`src/rtl/audio_pkg.sv`:
```
// audio_pkg: shared state type and defaults for the PDM record/playback path.
package audio_pkg;
    typedef enum logic [1:0] {IDLE, RECORD, PLAY} state_t;
    localparam int WORD_W = 16;
    localparam int CLK_DIV_DEF = 32;
    localparam int ADDR_W_DEF = 17;
endpackage

```
`src/rtl/pdm_clk_gen.sv`:
```
// pdm_clk_gen: free-running PDM mic clock divider with sample and bit strobes.
module pdm_clk_gen #(
    parameter int CLK_DIV = 32
) (
    input  logic clk,
    input  logic rst_n,
    output logic mic_clk,
    output logic sample_stb,
    output logic bit_tick
);
    localparam int DW = $clog2(CLK_DIV);
    logic [DW-1:0] div;
    always_ff @(posedge clk or negedge rst_n) begin
        if (!rst_n) div <= '0;
        else div <= (div == DW'(CLK_DIV - 1)) ? '0 : div + DW'(1);
    end
    assign mic_clk = div >= DW'(CLK_DIV / 2);
    assign sample_stb = div == DW'(CLK_DIV / 2 - 1);
    assign bit_tick = div == DW'(CLK_DIV - 1);
endmodule

```
`src/rtl/audio_rec_ctrl.sv`:
```
// audio_rec_ctrl: records PDM mic bits into 16-bit BRAM words and replays them to the PWM amp.
module audio_rec_ctrl import audio_pkg::*; #(
    parameter int CLK_DIV = CLK_DIV_DEF,
    parameter int ADDR_W = ADDR_W_DEF
) (
    input  logic              clk,
    input  logic              rst_n,
    input  logic              rec_req,
    input  logic              play_req,
    input  logic              stop_req,
    output logic              busy,
    output logic              done,
    output logic [ADDR_W:0]   rec_len,
    output logic              mic_clk,
    output logic              mic_lrsel,
    input  logic              mic_data,
    output logic              pwm_out,
    output logic              amp_sd,
    output logic [ADDR_W-1:0] mem_addr,
    output logic              mem_we,
    output logic [WORD_W-1:0] mem_wdata,
    input  logic [WORD_W-1:0] mem_rdata
);
    localparam int BW = $clog2(WORD_W);
    state_t state, nxt;
    logic stb, tick, fin;
    logic [BW-1:0] bit_cnt;
    logic [WORD_W-1:0] sh, pre;
    logic [ADDR_W:0] wr_ptr, rd_cnt;
    logic [1:0] fill, pf;
    logic full, ready, last_bit;

    pdm_clk_gen #(.CLK_DIV(CLK_DIV)) u_clk (
        .clk(clk), .rst_n(rst_n), .mic_clk(mic_clk), .sample_stb(stb), .bit_tick(tick)
    );

    assign busy = state != IDLE;
    assign amp_sd = busy;
    assign mic_lrsel = 1'b0;
    assign full = mem_we && &mem_addr;
    assign ready = fill == 2'd3;
    assign last_bit = bit_cnt == BW'(WORD_W - 1);

    always_comb begin
        nxt = state;
        case (state)
            IDLE:    nxt = rec_req ? RECORD : play_req ? PLAY : IDLE;
            RECORD:  nxt = (stop_req || full) ? IDLE : RECORD;
            PLAY:    nxt = (stop_req || rec_len == '0 || (tick && ready && fin)) ? IDLE : PLAY;
            default: nxt = IDLE;
        endcase
    end

    always_ff @(posedge clk or negedge rst_n) begin
        if (!rst_n) begin
            state <= IDLE;
            done <= 1'b0;
            mem_we <= 1'b0;
            pwm_out <= 1'b0;
            mem_addr <= '0;
            mem_wdata <= '0;
            rec_len <= '0;
            sh <= '0;
            pre <= '0;
            wr_ptr <= '0;
            rd_cnt <= '0;
            bit_cnt <= '0;
            fill <= '0;
            pf <= '0;
            fin <= 1'b0;
        end else begin
            state <= nxt;
            done <= busy && nxt == IDLE;
            mem_we <= 1'b0;
            case (state)
                IDLE: begin
                    bit_cnt <= '0;
                    wr_ptr <= '0;
                    rd_cnt <= '0;
                    fill <= '0;
                    pf <= '0;
                    fin <= 1'b0;
                    if (nxt == PLAY && rec_len != '0) mem_addr <= '0;
                end
                RECORD: begin
                    if (stb) begin
                        sh <= {mic_data, sh[WORD_W-1:1]};
                        bit_cnt <= bit_cnt + 1'b1;
                        pwm_out <= mic_data;
                    end
                    // a stop on the strobe that completes a word drops that word
                    if (stb && last_bit && nxt == RECORD) begin
                        mem_we <= 1'b1;
                        mem_wdata <= {mic_data, sh[WORD_W-1:1]};
                        mem_addr <= wr_ptr[ADDR_W-1:0];
                    end
                    if (mem_we) wr_ptr <= wr_ptr + 1'b1;
                    if (nxt == IDLE) rec_len <= wr_ptr + (ADDR_W+1)'(mem_we);
                end
                PLAY: begin
                    fill <= ready ? fill : fill + 1'b1;
                    pf <= {pf[0], 1'b0};
                    if (nxt == PLAY && (fill == 2'd0 || (tick && ready && last_bit))) mem_addr <= mem_addr + 1'b1;
                    if (fill == 2'd1) sh <= mem_rdata;
                    if (fill == 2'd2 || pf[1]) pre <= mem_rdata;
                    if (tick && ready) begin
                        pwm_out <= sh[0];
                        sh <= last_bit ? pre : sh >> 1;
                        bit_cnt <= bit_cnt + 1'b1;
                        if (last_bit) begin
                            rd_cnt <= rd_cnt + 1'b1;
                            fin <= (rd_cnt + 1'b1) == rec_len;
                            pf <= 2'b01;
                        end
                    end
                end
                default: ;
            endcase
            if (nxt == IDLE) pwm_out <= 1'b0;
        end
    end
endmodule

```
`config.mk`:
```
export PLATFORM = sky130hd
export DESIGN_NAME = audio_rec_ctrl
export DESIGN_NICKNAME = d
export VERILOG_FILES = /design/src/rtl/audio_pkg.sv /design/src/rtl/pdm_clk_gen.sv /design/src/rtl/audio_rec_ctrl.sv
export SDC_FILE = /design/constraint.sdc
export NUM_CORES = 1
export LEC_CHECK = 0
export ABC_AREA = 1
export CAP_MARGIN = 5
export CORE_MARGIN = 8
export CORE_UTILIZATION = 45
export DETAILED_ROUTE_END_ITERATION = 7
export GPL_ROUTABILITY_DRIVEN = 0
export PLACE_DENSITY = 0.78
export SYNTH_ARGS = -nofsm -noshare
export SYNTH_HDL_FRONTEND = slang
export SYNTH_HIERARCHICAL = 1
export SYNTH_SLANG_ARGS = --single-unit
```
`constraint.sdc`:
```
create_clock -name clk -period 2.72 [get_ports clk]
set_clock_uncertainty 0.15 [all_clocks]
set_input_delay 0.544 -clock clk [delete_from_list [all_inputs] [get_ports clk]]
set_output_delay 0.544 -clock clk [all_outputs]
set_load 0.01 [all_outputs]
```
==> results.cfg, run 1 <==
[logic_synthesis]
synth-simple-area-share = 0.267
async_flop_share = 1.00
synth_compound_area_frac = 0.142
ys_warn_count = 6
synth-seq-cells = 138
synth.yosys.seq_area_share = 0.439
synth_top_family_by_area = simple AND/OR/NAND/NOR gates
synthMuxAreaShare = 0.0172
synth_cells = 1037
synth_area_um2 = 7870
synth-edff-count = 0
yosysUniqueCellTypes = 48
synthXorXnorAreaFrac = 0.0156
yosys.area_share.adder = 0.0318
syn-num-nets = 1079
ys_dominant_reg_cell = dfrtp_1
synth.avg_cell_area_um2 = 7.59

[timing]
setup_tns_ns = 0
hold_viol = 0
period_needed_ns = 2.71
setup_ws_ns = 0.0118
clock.fmax_mhz = 369
tightest_slew_ns = 0.571
maxSlewHeadroom = 0.617
final.period_utilization = 0.996
grt_setup_unrepaired = yes
finalSetupViolCount = 0
drv_slew = 0

[cts]
cts_tree = built
clkSinkCount = 138
cts_root_buf = clkbuf_16
clkTransAtPathRegs_ns = 0.06
insertion_delay_ns = 0.43
numCtsBuffers = 17
htree_levels = 4
clk_path_buf_depth = 2

[worst_hold_path]
hold_class = register to register

[global_route]
grt_pass1_vias = 7307
overflow = 0
grt_first_pass_wirelength_mm = 35.7
grt_max_degree = 53
grtUsageTotal = 0.200
antenna_found_initial = 0

[critical_path]
required_ns = 2.87
crit_fanout = 7
critical_path.max_stage_delay_ns = 0.36
worstSetupEndpointType = register
cp.arrival_ns = 2.86
crit_family = simple AND/OR/NAND/NOR gates
cp_num_buf_inv = 1
crit_chain = ha_2, nand2_2, nor2_4, nand3_2, or2_4, nor4_4, ha_2, nand2_1, nand3_2, o21ai_2, nand2_2, nand2_2, nor2_4, buf_4, o21ai_0
startpoint_type = register
cp_slowest_cell = dfrtp_1
crit_type = register to register
crit_path_frequent_cell = nand2_2

[floorplanning]
pin_count = 80
die_height_um = 148
dieArea_um2 = 22000
num_rows = 48
coreArea_um2 = 17200
start_util = 0.458
die_w_um = 148

[place]
pre_cts_slack_ns = -0.0925
place_inst = 1334
io_buffers = 78
dp_hpwl_mm = 15.5

[power]
p_seq_frac = 0.381
p_sw_w = 0.00189
pwr-share-comb = 0.230
internal_power_w = 0.00430
powerDensity_nw_per_um2 = 630
finalPower_w = 0.00619
vdd_drop_max_v = 0.000482
p_clk_frac = 0.389
leakage_nw = 4.43
switching_share = 0.306

[route]
wire_per_inst_um = 15.8
vias_per_cell = 5.42
wl_mm = 21.8
drtIter0Drc = 561
drc = 0
firstDrtPassIters = 6
vias = 7467
antenna_left = 0

[layout]
multiInputGateArea_um2 = 3820
final_layout_size_suffix_gt1_frac = 0.115
fillers = 1574
mostFrequentLayoutCells = nand2_1 (253), dfrtp_1 (138), inv_1 (127)
insertedDiodeCount = 0
final_cells = 1378
seq_area_um2 = 3450
syn_to_final_growth_pct = 24.8
utilization = 0.572
layout_commonest_cell = nand2_1
final_nets = 1182

[outcome]
outcome = completed

[run]
cap_viol_max_count = 0
## registers in the layout (all words and copies together), names as in the netlist, 2 cells and up
name and cells:
fill 2, wr_ptr 18, bit_cnt 4, mem_addr 17, pf 2, mem_wdata 16, rec_len 18, pre 16
u_clk/div 5, rd_cnt 18, sh 16, state 2
## per-layer routing
metal / part of all wire / global-route usage / routed length (um)
met1: 0.44 / 0.262 / 9630
met2: 0.46 / 0.319 / 10100
met3: 0.074 / 0.0435 / 1610
met4: 0.019 / 0.0724 / 414
met5: 0 / 0 / 0
## worst paths after layout
kind	from	end	slack (ns)	depth (start not counted)
setup reg to reg	mem_addr[0]	rec_len[6]	0.01	15
min in group asynchronous	rst_n	rd_cnt[11]	0.49	2
max in group asynchronous	rst_n	sh[8]	1.29	3
hold / removal	mem_wdata[2]	mem_wdata[2]	0.33	2
setup / recovery	mem_addr[0]	rec_len[6]	0.01	15
hold reg to reg	mem_wdata[2]	mem_wdata[2]	0.33	2
## Yosys cell counts, types with 10 or more instances
cell      count  share of area
o22ai_1      13          0.010
nand3_1     104          0.066
inv_1       128          0.061
ha_1         20          0.032
nor3_1       16          0.010
dfrtp_1     138           0.44
nand2_1     258           0.12
nand4_1      21          0.017
clkbuf_1     17         0.0081
buf_2        10         0.0064
o21ai_0      95          0.060
nor2_1       63          0.030
a21oi_1      45          0.029
mux2_2       12          0.017
## tightest hold or removal path: stages (launching register included)
cell     delay [ns]
dfrtp_1        0.34
nand2_1        0.05
o21ai_0        0.06
## metrics by stage
stage	hold WS, ns	instance area (um^2)
after detailed placement	0.317	9050
after global routing	0.346	9830
final	0.331	9830
after floorplan	0.0984	7900
after CTS	0.333	9710
after global placement	0.310	9050
## layout make-up
type / instances / area share
multi-input cells: 727 / 0.388
repair buffers: 119 / 0.117
well taps: 225 / 0.0286
clock inverters: 11 / 0.0146
clock buffers: 21 / 0.0479
flip-flops and latches: 138 / 0.351
inverters: 137 / 0.0523
## power by group through the flow
| stage | combinational, W | clock (W) | sequential (W) |
|---|---|---|---|
| global placement | 0.00131 | 0 | 0.00238 |
| detailed placement | 0.00135 | 0 | 0.00239 |
| global route | 0.00157 | 0.00252 | 0.00238 |
| floorplan | 0.000903 | 0 | 0.00238 |
| finish | 0.00142 | 0.00241 | 0.00236 |
| CTS | 0.00138 | 0.00242 | 0.00236 |
## logic make-up after synthesis
logic type | after synthesis
other cells | 1
flops | 138
fa+ha+maj | 20
simple gates | 484
buf+inv | 172
xor+xnor | 14
mux | 12
compound gates | 196
## repair_timing
| item | 4_1_cts | 5_1_grt |
|---|---|---|
| pin swaps | 2 | 10 |
| resized for setup | 6 | 29 |
| setup buffers | 0 | 9 |
| hold buffers | 1 | 0 |
| endpoints found under the hold margin | 50 | 0 |
| endpoints found under the setup margin | 35 | 52 |
| cloned | 2 | 0 |
No activity file was read; power rests on OpenSTA's default activity.
==> run 2: changes to the inputs <==
Settings changed: ABC_AREA 1 to not set.
==> results.cfg, run 2 <==
[route]
firstDrtPassIters = 5
drc = 0
wire_per_inst_um = 17.6
vias = 6668
antenna_left = 0
wl_mm = 20.6
drtIter0Drc = 597
vias_per_cell = 5.69

[floorplanning]
start_util = 0.460
coreArea_um2 = 16500
pin_count = 80
die_height_um = 146
dieArea_um2 = 21300
num_rows = 47
die_w_um = 146

[power]
leakage_nw = 4.21
finalPower_w = 0.00821
vdd_drop_max_v = 0.000588
powerDensity_nw_per_um2 = 837

[global_route]
grtUsageTotal = 0.187
overflow = 0
grt_pass1_vias = 6425
grt_max_degree = 53
antenna_found_initial = 1
grt_first_pass_wirelength_mm = 32.8

[timing]
clock.fmax_mhz = 348
hold_viol = 0
period_needed_ns = 2.87
drv_slew = 0
maxSlewHeadroom = 0.630
finalSetupViolCount = 50
final.period_utilization = 1.06
tightest_slew_ns = 0.551
setup_ws_ns = -0.155
grt_setup_unrepaired = yes

[logic_synthesis]
synth.yosys.seq_area_share = 0.454
ys_warn_count = 6
async_flop_share = 1.00
synth-edff-count = 0
synth_area_leaders = dfrtp_1 (45%), o21ai_0 (5.9%), nand2_1 (5.7%), mux2_2 (5.0%), xnor2_1 (3.8%)
synthTopCellsByCount = dfrtp_1 (138), nand2_1 (116), o21ai_0 (89)
synthMostInstantiatedCell = dfrtp_1
synth_top_area_share = 0.454
yosysUniqueCellTypes = 72
synth_cells = 821
synth_area_um2 = 7600
synth-seq-cells = 138
ys_dominant_reg_cell = dfrtp_1
yosys.area.top_type = dfrtp_1
syn-num-nets = 863
synth.avg_cell_area_um2 = 9.26

[cts]
clkSinkCount = 138
insertion_delay_ns = 0.42
numCtsBuffers = 17
htree_levels = 4
cts_root_buf = clkbuf_16
cts_tree = built
clk_path_buf_depth = 2
clkTransAtPathRegs_ns = 0.06

[layout]
mostFrequentLayoutCells = dfrtp_1 (137), nand2_1 (115), o21ai_0 (80)
reg_top3 = rd_cnt x18, rec_len x18, wr_ptr x18
syn_to_final_growth_pct = 29.0
final_nets = 980
final_layout_size_suffix_gt1_frac = 0.181
design_area_um2 = 9810
layout_commonest_cell = dfrtp_1
insertedDiodeCount = 0

[run]
cap_viol_max_count = 0

[place]
pre_cts_slack_ns = -0.150
dp_hpwl_mm = 14.1
postPlaceCellArea_um2 = 8950
io_buffers = 78

[critical_path]
required_ns = 2.88
crit_fanout = 8
cp.arrival_ns = 3.03
startpoint_type = register
worstSetupEndpointType = register
crit_type = register to register

[outcome]
outcome = finished, violations left
violations = setup timing

[worst_hold_path]
hold_class = register to register
==> run 2: critical path: stages, from the launching register on <==
cell and delay [ns]:
dfrtp_1 0.40, ha_2 0.19, and3_4 0.18, nand3_2 0.08, nor2_2 0.04, and4_1 0.20
ha_1 0.18, nand2_1 0.07, a32o_2 0.21, nand4b_1 0.13, and4bb_4 0.42, clkbuf_16 0.18
mux2_2 0.34
==> run 2: logic make-up (layout without fill, tap and decap cells) <==
group | after synthesis | after routing | share of synthesized area
xor+xnor | 55 | 55 | 0.0634
simple gates | 315 | 315 | 0.204
compound gates | 185 | 185 | 0.147
other cells | 1 | 1 | 0.000493
buf+inv | 69 | 199 | 0.0415
mux | 38 | 38 | 0.0564
fa+ha+maj | 20 | 20 | 0.0329
flops | 138 | 138 | 0.454
==> run 2: layout make-up <==
cell class,count,area (um^2)
fill,1328,6720
multi-input combinational,614,3970
sequential,138,3450
timing repair buffer,147,1420
clock buffer,20,447
tap,220,275
clock inverter,12,165
inverter,20,75.1
==> run 2: per-layer routing <==
layer  up-vias  GRT usage  wire (um)
met5         -          0         11
met3        27     0.0389       1330
li1       3141          -          -
met2       243      0.304      10100
met1      3255      0.240       8770
met4         2     0.0726        384
==> run 2: stage by stage <==
step / TNS, ns / hold slack [ns] / utilization / std cells
after global placement: -0.675 / 0.321 / 0.542 / 1129
final: -4.10 / 0.348 / 0.594 / 1171
after detailed placement: -3.10 / 0.322 / 0.542 / 1129
after global routing: -9.29 / 0.373 / 0.594 / 1171
after floorplan: -1.58 / 0.0984 / - / 821
after CTS: -1.58 / 0.340 / 0.582 / 1163
==> run 2: power by group <==
group / leakage (nW) / total (W) / switching, W / internal [W]
clock: 0.288 / 0.00239 / 0.000912 / 0.00148
sequential: 1.82 / 0.00285 / 0.000374 / 0.00247
combinational: 2.11 / 0.00297 / 0.00163 / 0.00135
==> run 2: timing repair <==
action | 4_1_cts | 5_1_grt
hold endpoints to repair | 48 | 0
resized for setup | 14 | 25
gates cloned | 0 | 3
setup buffers | 1 | 5
endpoints found under the setup margin | 51 | 55
pin swaps | 2 | 3
hold buffers | 1 | 0
==> run 2: final timing paths <==
| check | depth (start not counted) | startpoint | endpoint | slack, ns |
|---|---|---|---|---|
| worst max-delay path | 12 | mem_addr[1] | mem_wdata[14] | -0.15 |
| worst min-delay path | 2 | sh[0] | sh[0] | 0.35 |
| worst max register to register | 12 | mem_addr[1] | mem_wdata[14] | -0.15 |
| worst min register to register | 2 | sh[0] | sh[0] | 0.35 |
| max in group asynchronous | 3 | rst_n | pre[9] | 1.25 |
| min in group asynchronous | 2 | rst_n | rec_len[16] | 0.49 |
==> run 3: changes to the inputs <==
Settings changed: CELL_PAD_IN_SITES_DETAIL_PLACEMENT set to 1, CELL_PAD_IN_SITES_GLOBAL_PLACEMENT set to 1, CORE_UTILIZATION 45 to 40, GPL_ROUTABILITY_DRIVEN 0 to 1, PLACE_DENSITY 0.78 to 0.87.
==> results.cfg, run 3 (synthesis results as in run 2) <==
[global_route]
overflow = 0
grtUsageTotal = 0.224
grt_pass1_vias = 7545
antenna_found_initial = 0
grt_max_degree = 83
grt_first_pass_wirelength_mm = 42.1

[place]
gp_congestion = 0.880
postPlaceCellArea_um2 = 8960
io_buffers = 78
place_inst = 1142
dp_hpwl_mm = 17.1

[layout]
final_layout_size_suffix_gt1_frac = 0.208
syn_to_final_growth_pct = 31.6
final_cells = 1188
insertedDiodeCount = 0
final_nets = 983
layout_commonest_cell = dfrtp_1
utilization = 0.535
reg_top3 = rd_cnt x18, rec_len x18, wr_ptr x18
design_area_um2 = 10000
mostFrequentLayoutCells = dfrtp_1 (137), nand2_1 (109), clkdlybuf4s50_1 (77)
fillers = 2059

[timing]
maxSlewHeadroom = 0.587
setup_ws_ns = -0.482
clock.fmax_mhz = 312
finalSetupViolCount = 56
worst_hold_slack_ns = 0.363
drv_slew = 0
tightest_slew_ns = 0.615
final.period_utilization = 1.18
period_needed_ns = 3.20
grt_setup_unrepaired = yes
hold_viol = 0
setup_tns_ns = -15.10

[power]
internal_power_w = 0.00527
powerDensity_nw_per_um2 = 889
switching_share = 0.407
p_sw_w = 0.00362
pwr-share-comb = 0.407
vdd_drop_max_v = 0.000532
p_clk_frac = 0.268
p_seq_frac = 0.325
leakage_nw = 4.25

[critical_path]
crit_fanout = 7
cp.arrival_ns = 3.37
r2r_cells = 14
crit_type = register to register
required_ns = 2.89
worstSetupEndpointType = register
startpoint_type = register

[floorplanning]
start_util = 0.406
dieArea_um2 = 23700
pin_count = 80
coreArea_um2 = 18700
die_height_um = 154
die_w_um = 154
num_rows = 50

[route]
vias_per_cell = 6.21
firstDrtPassIters = 8
antenna_left = 0
drc = 0
wire_per_inst_um = 24.5
wl_mm = 29.2
vias = 7378
drtIter0Drc = 569

[cts]
numCtsBuffers = 17
clkSinkCount = 138
insertion_delay_ns = 0.44
cts_root_buf = clkbuf_16
htree_levels = 4
clk_path_buf_depth = 2
cts_tree = built
clkTransAtPathRegs_ns = 0.07

[worst_hold_path]
hold_path_depth = 1
hold_class = register to register

[outcome]
outcome = finished, violations left
violations = setup timing

[run]
cap_viol_max_count = 0
run 3: cell count changes in the layout (fill, tap and decap cells not counted), moves of 4 or more:
cell / previous run / this run
o31ai_4: 0 / 4
o21ai_2: 1 / 7
inv_8: 0 / 4
o21ai_0: 80 / 75
nand2_1: 115 / 109
mux2_4: 15 / 19
nand2_2: 1 / 7
mux2_2: 21 / 17
run 3: layout make-up:
class / count / area (um^2) / share of cell area
clock buffers: 17 / 425 / 0.0425
clock inverters: 15 / 164 / 0.0164
inverters: 20 / 75.1 / 0.00750
multi-input cells: 614 / 4140 / 0.414
flip-flops and latches: 138 / 3450 / 0.345
well taps: 234 / 293 / 0.0293
repair buffers: 150 / 1460 / 0.146
run 3: worst max-delay path, stage by stage (launching register included):
cell and delay (ns):
dfrtp_1 0.41, ha_4 0.17, and3_4 0.21, nand3_4 0.09, nor2_4 0.12, and4_1 0.22
ha_2 0.20, nand2_2 0.05, a32o_2 0.30, a221oi_2 0.30, and3_4 0.26, nand3_4 0.14
buf_12 0.20, o21ai_1 0.17, o21ai_1 0.10
run 3: power groups by stage:
stage	Clock (W)	Combinational (W)	Sequential, W
after floorplan	0	0.00160	0.00287
after global placement	0	0.00275	0.00284
after detailed placement	0	0.00291	0.00287
after CTS	0.00238	0.00315	0.00287
after global routing	0.00248	0.00388	0.00292
final	0.00238	0.00362	0.00289
run 3: what timing repair did:
| action | CTS | global route |
|---|---|---|
| pin swaps | 5 | 18 |
| hold endpoints to repair | 59 | 0 |
| cloned | 1 | 3 |
| resized for setup | 38 | 46 |
| setup buffers | 5 | 5 |
| endpoints found under the setup margin | 51 | 78 |
| hold buffers | 1 | 0 |
run 3: routing by layer:
metal	up-vias	share of wire	global-route usage
met5	-	0	0
met4	0	0.039	0.105
met3	102	0.061	0.0418
met2	334	0.50	0.381
li1	3143	-	-
met1	3799	0.40	0.270
run 3: final timing paths:
path,startpoint,end,slack [ns]
worst max register to register,mem_addr[1],mem_addr[2],-0.48
min in group asynchronous,rst_n,rec_len[11],0.52
worst min-delay path,u_clk/div[0],u_clk/div[0],0.36
max in group asynchronous,rst_n,state[0],1.47
worst min register to register,u_clk/div[0],u_clk/div[0],0.36
worst max-delay path,mem_addr[1],mem_addr[2],-0.48
run 3: metrics by stage:
| step | total power, W | worst slack (ns) |
|---|---|---|
| after global routing | 0.00928 | -0.569 |
| final | 0.00890 | -0.482 |
| after floorplan | 0.00447 | -0.0864 |
| after CTS | 0.00840 | -0.176 |
| after detailed placement | 0.00578 | -0.272 |
| after global placement | 0.00559 | -0.0686 |
